**config.mk**
```make
export PLATFORM = sky130hd
export DESIGN_NAME = mem_arbiter
export DESIGN_NICKNAME = d
export VERILOG_FILES = /design/src/rtl/mem_arbiter.sv
export SDC_FILE = /design/constraint.sdc
export NUM_CORES = 1
export LEC_CHECK = 0
export BUFFER_PORTS_ARGS = -buffer_cell sky130_fd_sc_hd__buf_2
export CORE_AREA = 2 2 338 340
export DETAILED_ROUTE_END_ITERATION = 8
export DIE_AREA = 0 0 340 342
export PLACE_DENSITY_LB_ADDON = 0.05
export SETUP_SLACK_MARGIN = 0.3
export SLEW_MARGIN = 20
export SYNTH_ARGS = -nofsm -noshare
export SYNTH_HDL_FRONTEND = slang
export SYNTH_SLANG_ARGS = --single-unit
```
**constraint.sdc**
```tcl
create_clock -name clk -period 2.5 [get_ports clk]
set_input_delay 0.5 -clock clk [delete_from_list [all_inputs] [get_ports clk]]
set_output_delay 0.5 -clock clk [all_outputs]
set_load 0.03 [all_outputs]
```
**src/rtl/mem_arbiter.sv**
```systemverilog
// Two-port (data/instruction cache) arbiter onto one line-wide main memory.
// ARB_RR_EN: round-robin on simultaneous requests, else data side wins.
module mem_arbiter (
  input  logic         clk,
  input  logic         reset,
  input  logic         d_rd,
  input  logic         d_wr,
  input  logic [31:0]  d_addr,
  input  logic [127:0] d_wdata,
  output logic [127:0] d_rdata,
  output logic         d_ready,
  output logic         d_busy,
  input  logic         i_rd,
  input  logic         i_wr,
  input  logic [31:0]  i_addr,
  input  logic [127:0] i_wdata,
  output logic [127:0] i_rdata,
  output logic         i_ready,
  output logic         i_busy,
  output logic         mem_oe,
  output logic         mem_we,
  output logic [31:0]  mem_addr,
  output logic [127:0] mem_wdata,
  input  logic [127:0] mem_rdata,
  input  logic         mem_ready
);

  typedef enum logic [1:0] {
    IDLE,
    ACCESS,
    RESP,
    HOLD
  } state_t;

  state_t         state_q;
  logic           gnt_i_q;
  logic           mem_oe_q;
  logic           mem_we_q;
  logic [31:0]    mem_addr_q;
  logic [127:0]   mem_wdata_q;
  logic [127:0]   d_rdata_q;
  logic [127:0]   i_rdata_q;
  logic           d_ready_q;
  logic           i_ready_q;
  logic           d_busy_q;
  logic           i_busy_q;
`ifdef ARB_RR_EN
  logic           ptr_q;
`endif

  logic           d_req;
  logic           i_req;
  logic           gnt_i_d;
  logic           wr_d;
  logic [31:0]    addr_d;
  logic [127:0]   wdata_d;

  // Pick the side to grant and select its op, line address and write data
  always_comb begin
    d_req   = d_rd | d_wr;
    i_req   = i_rd | i_wr;
`ifdef ARB_RR_EN
    gnt_i_d = i_req & (~d_req | ptr_q);
`else
    gnt_i_d = i_req & ~d_req;
`endif
    wr_d    = gnt_i_d ? i_wr : d_wr;
    addr_d  = (gnt_i_d ? i_addr : d_addr) & 32'hFFFF_FFF0;
    wdata_d = gnt_i_d ? i_wdata : d_wdata;
  end

  // Transaction FSM with all outputs held in registers
  always_ff @(posedge clk) begin
    if (reset) begin
      state_q     <= IDLE;
      gnt_i_q     <= 1'b0;
      mem_oe_q    <= 1'b0;
      mem_we_q    <= 1'b0;
      mem_addr_q  <= '0;
      mem_wdata_q <= '0;
      d_rdata_q   <= '0;
      i_rdata_q   <= '0;
      d_ready_q   <= 1'b0;
      i_ready_q   <= 1'b0;
      d_busy_q    <= 1'b0;
      i_busy_q    <= 1'b0;
`ifdef ARB_RR_EN
      ptr_q       <= 1'b0;
`endif
    end else begin
      d_ready_q <= 1'b0;
      i_ready_q <= 1'b0;
      unique case (state_q)
        IDLE: begin
          if (d_req | i_req) begin
            state_q     <= ACCESS;
            gnt_i_q     <= gnt_i_d;
            mem_oe_q    <= ~wr_d;
            mem_we_q    <= wr_d;
            mem_addr_q  <= addr_d;
            mem_wdata_q <= wdata_d;
            d_busy_q    <= gnt_i_d;
            i_busy_q    <= ~gnt_i_d;
`ifdef ARB_RR_EN
            ptr_q       <= ~gnt_i_d;
`endif
          end
        end
        ACCESS: begin
          if (mem_ready) begin
            state_q  <= RESP;
            mem_oe_q <= 1'b0;
            mem_we_q <= 1'b0;
            if (gnt_i_q) begin
              i_ready_q <= 1'b1;
              if (mem_oe_q) i_rdata_q <= mem_rdata;
            end else begin
              d_ready_q <= 1'b1;
              if (mem_oe_q) d_rdata_q <= mem_rdata;
            end
          end
        end
        RESP: begin
          state_q <= HOLD;
        end
        HOLD: begin
          state_q  <= IDLE;
          d_busy_q <= 1'b0;
          i_busy_q <= 1'b0;
        end
        default: begin
          state_q <= IDLE;
        end
      endcase
    end
  end

  assign d_rdata   = d_rdata_q;
  assign i_rdata   = i_rdata_q;
  assign d_ready   = d_ready_q;
  assign i_ready   = i_ready_q;
  assign d_busy    = d_busy_q;
  assign i_busy    = i_busy_q;
  assign mem_oe    = mem_oe_q;
  assign mem_we    = mem_we_q;
  assign mem_addr  = mem_addr_q;
  assign mem_wdata = mem_wdata_q;

endmodule

```
## After elaboration in Yosys (flattened, before gate mapping)

Index checks and enable logic that the tools add are counted.

- Output and inout bits: 422
- Input bits: 455
- Bits in registers: 421
- Word-level logic and storage cells: 54

- Reduce and logical (&&, ||, !) cells: 10
- Bitwise operators: 10
- Muxes and demuxes: 17
- Equal/unequal tests: 5

Operators by type and width:

| kind | number |
|---|---|
| two-way mux 128 bit | 1 |
| two-way mux 32 bit | 1 |
| two-way mux 1 bit | 8 |
| one-hot mux 1 bit (2 select lines) | 4 |
| one-hot mux 2 bit (4 select lines) | 1 |
| AND reduction 4 bit | 2 |
| inverter 1 bit | 6 |
| AND reduction 2 bit | 3 |
| == test 2 bit (second input constant) | 2 |
| two-way mux 2 bit | 2 |
| inequality test 2 bit (second input constant) | 2 |
| nonzero test 2 bit | 2 |
| OR 1 bit | 3 |
| AND reduction 3 bit | 1 |
| OR reduction 3 bit | 1 |
| == test 2 x 1 -> 1 bit (second input constant) | 1 |
| zero test 2 bit | 1 |
| AND 1 bit | 1 |

## Longest topological paths before layout

Gate-level depths: netlist of run 1.

- Depth in word-level cells: 7
- Depth in mapped cells: 8

## Worst setup path before layout of run 1

No wires, ideal clock.

- Path kind: in2reg
- Start: input port i_wr
- End: register mem_addr_q[10] (netlist: mem_addr[10])
- Arrival time: 1.512 ns
- Library setup time: 0.147 ns
- Data required time: 2.353 ns
- Path buffers: 3
- Stages on the path: 6
- Path slack: 0.841 ns
- Cells stage by stage: o41a_1 > buf_4 > buf_4 > buf_2 > nor2_1 > a311oi_2

- Word-level cells in the longest chain between the ends: 3
- Elaborated cells between the ends (all ways): 5
- Classes of those cells: 1 x mux; 3 x bitwise; 1 x reduce/logical

Ends and longest elaborated chain:

| item | RTL line | text |
|---|---|---|
| from (decl) | 14 | `input logic i_wr,` |
| OR 1 bit * | 61 | `i_req = i_rd \| i_wr;` |
| AND 1 bit or OR 1 bit (tied branches) | 65, 95 |  |
| two-way mux 32 bit or AND reduction 2 bit (tied branches) | -- |  |
| to (signal assigned) | 100 | `mem_addr_q <= addr_d;` |
| to (decl) | 39 | `logic [31:0] mem_addr_q;` |

Every way passes the cells marked *; elsewhere a longest branch is shown, timed or not.
A chain may end at the register's enable or synchronous reset.

## Final worst setup path of run 1

- Start: register state_q[0]
- End: register mem_wdata_q[23] (netlist: mem_wdata[23])

- Word-level cells in the longest chain between the ends: 2

Ends and longest elaborated chain:

| item | RTL line | text |
|---|---|---|
| from (decl) | 35 | `state_t state_q;` |
| from (signal assigned) | 75 | `state_q <= IDLE;` |
| from (signal assigned) | 96 | `state_q <= ACCESS;` |
| from (signal assigned) | 111 | `state_q <= RESP;` |
| zero test 2 bit | 93 | `unique case (state_q)` |
| AND reduction 2 bit (no source line) | -- |  |
| to (signal assigned) | 101 | `mem_wdata_q <= wdata_d;` |
| to (decl) | 40 | `logic [127:0] mem_wdata_q;` |

Every way passes these cells.

==> results of run 1 <==
cell type report:
class	count	area [sq um]	share of cell area, %
antenna	17	42.5	0.166
clock inverter	10	180	0.703
sequential	421	8430	32.9
inverter	3	11.3	0.0439
clock buffer	89	1620	6.30
timing repair buffer	947	5410	21.1
multi-input combinational	1445	8050	31.4
tap	1512	1890	7.38
worst min-delay path: cells and delay by family:
kind / cells / cell delay, ns
simple gates: 1 / 0.05
buf+inv: 1 / 0.10
compound gates: 1 / 0.05
sequential cells by signal, summed over array words and instances (netlist names):
register / cells
d_busy: 1
d_rdata: 128
d_ready: 1
gnt_i_q: 1
i_busy: 1
i_rdata: 128
i_ready: 1
mem_addr: 28
mem_oe: 1
mem_wdata: 128
mem_we: 1
state_q: 2
synth_stat cells, types with 2 or more instances:
cell type | n | area (sq um)
nand2_1 | 515 | 1930
dfxtp_1 | 421 | 8430
a21oi_1 | 259 | 1300
nand3_1 | 161 | 806
nor2_1 | 158 | 593
o21ai_0 | 155 | 776
a311oi_2 | 150 | 2250
clkbuf_1 | 110 | 413
buf_2 | 68 | 340
buf_6 | 17 | 191
buf_4 | 8 | 60.1
buf_1 | 7 | 26.3
a311oi_1 | 6 | 52.6
nand2b_1 | 6 | 37.5
ha_1 | 5 | 62.6
inv_1 | 3 | 11.3
o21ai_1 | 3 | 15.0
a31oi_1 | 2 | 12.5
clkbuf_2 | 2 | 10.0
nor3b_1 | 2 | 15.0
how the worst max path moves through the flow:
stage,slack [ns],end,depth (start not counted),from
finish,0.51,mem_wdata[23],6,state_q[0]
global route,0.35,mem_wdata[31],6,state_q[0]
CTS,0.33,mem_wdata[23],6,state_q[0]
detailed placement,0.32,mem_wdata[23],5,i_wr
global placement,0.33,mem_wdata[34],5,i_wr
floorplan,0.84,mem_addr[10],6,i_wr
per-layer routing:
| metal | part of all wire, % | GRT usage [%] |
|---|---|---|
| met2 | 49 | 28.8 |
| met1 | 39 | 18.1 |
| met3 | 9.2 | 6.91 |
| met5 | 0.31 | 0 |
| met4 | 2.3 | 3.79 |
stage by stage:
step | utilization, % | setup slack, ns | cells
5_1_grt | 22.6 | 0.353 | 4432
3_3_place_gp | 21.0 | 0.335 | 4328
2_1_floorplan | - | 0.841 | 2081
3_5_place_dp | 21.0 | 0.316 | 4328
4_1_cts | 22.6 | 0.331 | 4427
6_report | 22.7 | 0.512 | 4444
cell families (layout without fill, tap and decap cells):
kind of cell / count (synthesis) / in the layout
other cells: 1 / 21
simple gates: 853 / 853
flops: 421 / 421
fa+ha+maj: 5 / 5
compound gates: 582 / 582
mux: 1 / 1
buf+inv: 215 / 1049
power groups by stage:
stage	combinational (uW)	clock [uW]	sequential, uW
floorplan	4030	0	10500
finish	8630	8100	8390
global placement	8730	0	8480
CTS	8750	8480	8390
detailed placement	8750	0	8500
global route	9280	8720	8510
==> flow_summary.yaml, run 1 <==
finish:
  final_area_sq_um: 25600
  final_cell_mix: "buf_2, nand2_1, dfxtp_1, a21oi_1, nand3_1"
  drive_gt1_share_pct: 40.5
  final_nets: 3334
  areaGrowthSynthToFinish_pct: 46.5
  final_common_cell: "buf_2"
  fill_cells: 12700
sta:
  hold_viol: 0
  skew_ns: 0.0265
  finalSetupTns_ns: 0
  setup_viol: 0
  fin_crit_sh_pct: 79.5
  fin_crit_ns: 1.99
  worstMarginPinSlew_ns: 0.708
  fin_hold_ws_ns: 0.0869
  slew_headroom_pct: 52.4
  rsz0062_at_grt: "no"
  report.final.slew_viol_count: 0
  fmax_mhz: 503
floorplan:
  start_util_pct: 15.5
  coreArea_sq_um: 113000
  die_w_microns: 340
  die_area_sq_um: 116000
  die_h_microns: 342
  rows: 124
  io_pins: 877
clock_tree:
  ctsHoldBuffers: 0
  cts_root_buffer: "clkbuf_16"
  htreeDepth: 2
  worstSkewPairLatency_ns: 0.65
  cts_resized: 0
  cts_tree: "done"
  cts_setup_buffers: 0
  cts_buffer_depth: 3
  cts_made_buffers: 56
  cts.clk_slew.worst_paths_ns: 0.06
  cts_num_sinks: 421
worst_setup_path:
  slowest_delay_ns: 0.41
  end_kind: "register"
  worstRegToRegCells: 6
  r2r_end: "mem_wdata[23]"
  crit_path_start_kind: "register"
  slowest_stage: "buf_6"
  cp_top_family: "compound AO/OA/AOI/OAI gates"
  worst_ep_required_time_ns: 3.06
  crit_type: "reg -> reg"
  cp.arrival_ns: 2.55
  ff2ff_setup_slack_ns: 0.51
  r2r_start: "state_q[0]"
  path_cells: "inv_1 > ha_1 > o41a_2 > buf_6 > nor2_1 > a311oi_2"
  path_max_fanout: 42
  critical_path_buf_inv_count: 2
yosys:
  syn_area_sq_um: 17500
  synth_top_family_by_area: "compound AO/OA/AOI/OAI gates"
  ys_seq_area_share_pct: 48.2
  ys_ff_latch: 421
  synth_simple_gate_area_share_pct: 19.8
  synth_cell_types: 40
  syn_avg_cell_area_sq_um: 8.42
  synth_compound_area_share_pct: 25.5
  yosys.area_share.xor_xnor_pct: 0
  synth_edf_count: 0
  synth_mux_area_share_pct: 0.0572
  synthCells: 2078
  yosys_warnings: 0
  synth-adder-area-share_pct: 0.358
  ys.flop_type: "dfxtp_1"
  async_reset_ff_share_pct: 0
route:
  vias_per_cell: 4.17
  drc: 0
  drt_iter0_drc: 905
  postRouteAntennaNets: 0
  num_vias: 18500
  dr.pass1.iters: 5
  wl_per_cell_microns: 22.4
  routed_wl_microns: 99500
power_and_ir_drop:
  p_switching_uw: 9940
  totalPowerFinal_uw: 25100
  swShare_pct: 39.6
  peakVddDrop_uv: 580
  power_density_nw_per_um2: 980
  p_clk_share_pct: 32.3
  p_comb_share_pct: 34.3
  p_int_uw: 15200
  power_leakage_uw: 0.0105
  seq_power_share_pct: 33.4
place:
  place_area_sq_um: 23800
  routabilityCongestion: 0.829
  io_buffers: 864
  dp_hpwl_microns: 75800
global_route:
  gr-total-overflow: 0
  grt_max_degree: 86
  grt_use_total_pct: 16.3
  grt_first_pass_wirelength_microns: 140000
  antenna_found_initial: 66
  grt_pass1_vias: 18700
status:
  status: "complete, no violations"
run:
  maxCapViolCount: 0
hold_path:
  holdCritPathClass: "in -> reg"
  min_delay_path_depth: 3
  hp-start: "mem_rdata[101]"
  hold_end: "i_rdata[101]"
(Power assumes the default switching activity.)
==> run 2: changes to the inputs <==
--- a/config.mk
+++ b/config.mk
@@ -6,9 +6,9 @@
 export NUM_CORES = 1
 export LEC_CHECK = 0
 export BUFFER_PORTS_ARGS = -buffer_cell sky130_fd_sc_hd__buf_2
-export CORE_AREA = 2 2 338 340
+export CORE_AREA = 2 2 345 347
 export DETAILED_ROUTE_END_ITERATION = 8
-export DIE_AREA = 0 0 340 342
+export DIE_AREA = 0 0 347 349
 export PLACE_DENSITY_LB_ADDON = 0.05
 export SETUP_SLACK_MARGIN = 0.3
 export SLEW_MARGIN = 20
==> constraint.sdc (replaced) <==
create_clock -name clk -period 2 [get_ports clk]
set_input_delay 0.4 -clock clk [delete_from_list [all_inputs] [get_ports clk]]
set_output_delay 0.4 -clock clk [all_outputs]
set_load 0.03 [all_outputs]
==> run 2 against run 1 <==
Register-to-register slack worse by 0.17 ns. Setup slack worse by 0.17 ns. Sequential power rose by 26%. Non-clock buffer count is 310 higher. Count of clock-buffer cells in the layout decreased by 5. Critical path depth increased by 2. Total power increased by 39%.
==> flow_summary.yaml, run 2 (synthesis results as in run 1) <==
global_route:
  grt_first_pass_wirelength_microns: 147000
  grt_busiest_layer: "met2"
  grt_use_total_pct: 16.4
  gr-total-overflow: 0
  grt_pass1_vias: 20300
  grtUsageMet3_pct: 5.77
  gr-usage-met1_pct: 18.1
  grt_max_degree: 52
  grtUsageMet2_pct: 29.4
  antenna_found_initial: 40
clock_tree:
  cts_made_buffers: 57
  cts.clk_slew.worst_paths_ns: 0.06
  cts_buffer_depth: 3
  worstSkewPairLatency_ns: 0.66
  cts_tree: "done"
  htreeDepth: 2
  cts_num_sinks: 421
  cts_root_buffer: "clkbuf_16"
sta:
  worstMarginPinSlew_ns: 0.507
  slew_headroom_pct: 65.9
  report.final.slew_viol_count: 0
  fin_crit_ns: 1.66
  rsz0062_at_grt: "yes"
  fin_ws_ns: 0.338
  fin_crit_sh_pct: 83.1
  skew_ns: 0.0254
  setup_viol: 0
  hold_viol: 0
  fmax_mhz: 602
  finalSetupTns_ns: 0
route:
  num_vias: 19800
  drt_iter0_drc: 860
  dr.pass1.iters: 5
  postRouteAntennaNets: 0
  wl_per_cell_microns: 21.8
  routed_wl_microns: 104000
  drc: 0
  vias_per_cell: 4.14
floorplan:
  rows: 126
  io_pins: 877
  die_w_microns: 347
  start_util_pct: 14.9
  die_area_sq_um: 121000
  coreArea_sq_um: 117000
  die_h_microns: 349
power_and_ir_drop:
  power_leakage_uw: 0.0122
  power_density_nw_per_um2: 1180
  peakVddDrop_uv: 768
finish:
  areaGrowthSynthToFinish_pct: 70.1
  fill_cells: 13000
  final_cell_mix: "buf_2, nand2_1, dfxtp_1, a21oi_1, dlygate4sd3_1"
  drive_gt1_share_pct: 39.6
  final_nets: 3645
  final_common_cell: "buf_2"
worst_setup_path:
  crit_type: "reg -> reg"
  cp.arrival_ns: 2.21
  path_cells: "inv_6 > ha_4 > o41a_4 > buf_6 > buf_12 > buf_16 > clkbuf_16 > a311oi_2"
  crit_path_start_kind: "register"
  worst_ep_required_time_ns: 2.55
  slowest_delay_ns: 0.38
  path_max_fanout: 13
  end_kind: "register"
  slowest_stage: "dfxtp_4"
place:
  dp_hpwl_microns: 76700
  pre_cts_ws_ns: 0.0387
  io_buffers: 864
  routabilityCongestion: 0.815
run:
  maxCapViolCount: 0
hold_path:
  holdCritPathClass: "in -> reg"
status:
  status: "complete, no violations"
## run 2: repair_timing
item,4_1_cts,5_1_grt
endpoints found under the setup margin,430,296
hold buffers,244,0
hold endpoints to repair,348,0
pin swaps,2,26
setup buffers,15,6
gates cloned,13,6
resized for setup,122,69
## run 2: critical path, delay by kind of cell, from the launching register on
kind / cells / cell delay (ns)
flops: 1 / 0.38
fa+ha+maj: 1 / 0.16
buf+inv: 5 / 0.65
compound gates: 2 / 0.34
## run 2: layer usage
metal	up-vias	wire length, microns
met5	-	161
met4	22	2830
met3	158	8310
met2	708	52900
met1	9418	40200
li1	9453	-
## run 2: area by class of cell
| type | instances | area [sq um] | area share [%] |
|---|---|---|---|
| clock inverter | 16 | 136 | 0.458 |
| clock buffer | 84 | 1690 | 5.67 |
| tap | 1536 | 1920 | 6.46 |
| multi-input combinational | 1445 | 8100 | 27.2 |
| inverter | 3 | 18.8 | 0.0631 |
| sequential | 421 | 8450 | 28.4 |
| timing repair buffer | 1257 | 9410 | 31.6 |
| antenna | 14 | 35.0 | 0.118 |
## run 2: power breakdown
group | internal, uW | total (uW) | switching [uW]
Combinational | 5760 | 14200 | 8480
Sequential | 9750 | 10600 | 802
Clock | 5820 | 10200 | 4410
Total | 21300 | 35000 | 13700
## run 2: worst paths after layout
| path | from | to | slack (ns) | cells past startpoint |
|---|---|---|---|---|
| hold / removal | i_wdata[42] | mem_wdata[42] | 0.05 | 3 |
| hold reg to reg | d_rdata[22] | d_rdata[22] | 0.45 | 2 |
| setup reg to reg | state_q[1] | mem_wdata[11] | 0.34 | 8 |
| setup / recovery | state_q[1] | mem_wdata[11] | 0.34 | 8 |
## run 2: stage by stage
step | cell area [sq um] | std cells | utilization [%] | total power (uW) | hold WS, ns
2_1_floorplan | 17500 | 2081 | - | 18100 | 0.478
3_3_place_gp | 24200 | 4378 | 20.6 | 21700 | 0.438
3_5_place_dp | 24200 | 4378 | 20.6 | 21700 | 0.443
4_1_cts | 29300 | 4750 | 25.0 | 35000 | 0.000117
5_1_grt | 29700 | 4772 | 25.3 | 36800 | 0.0222
6_report | 29800 | 4776 | 25.3 | 35000 | 0.0538
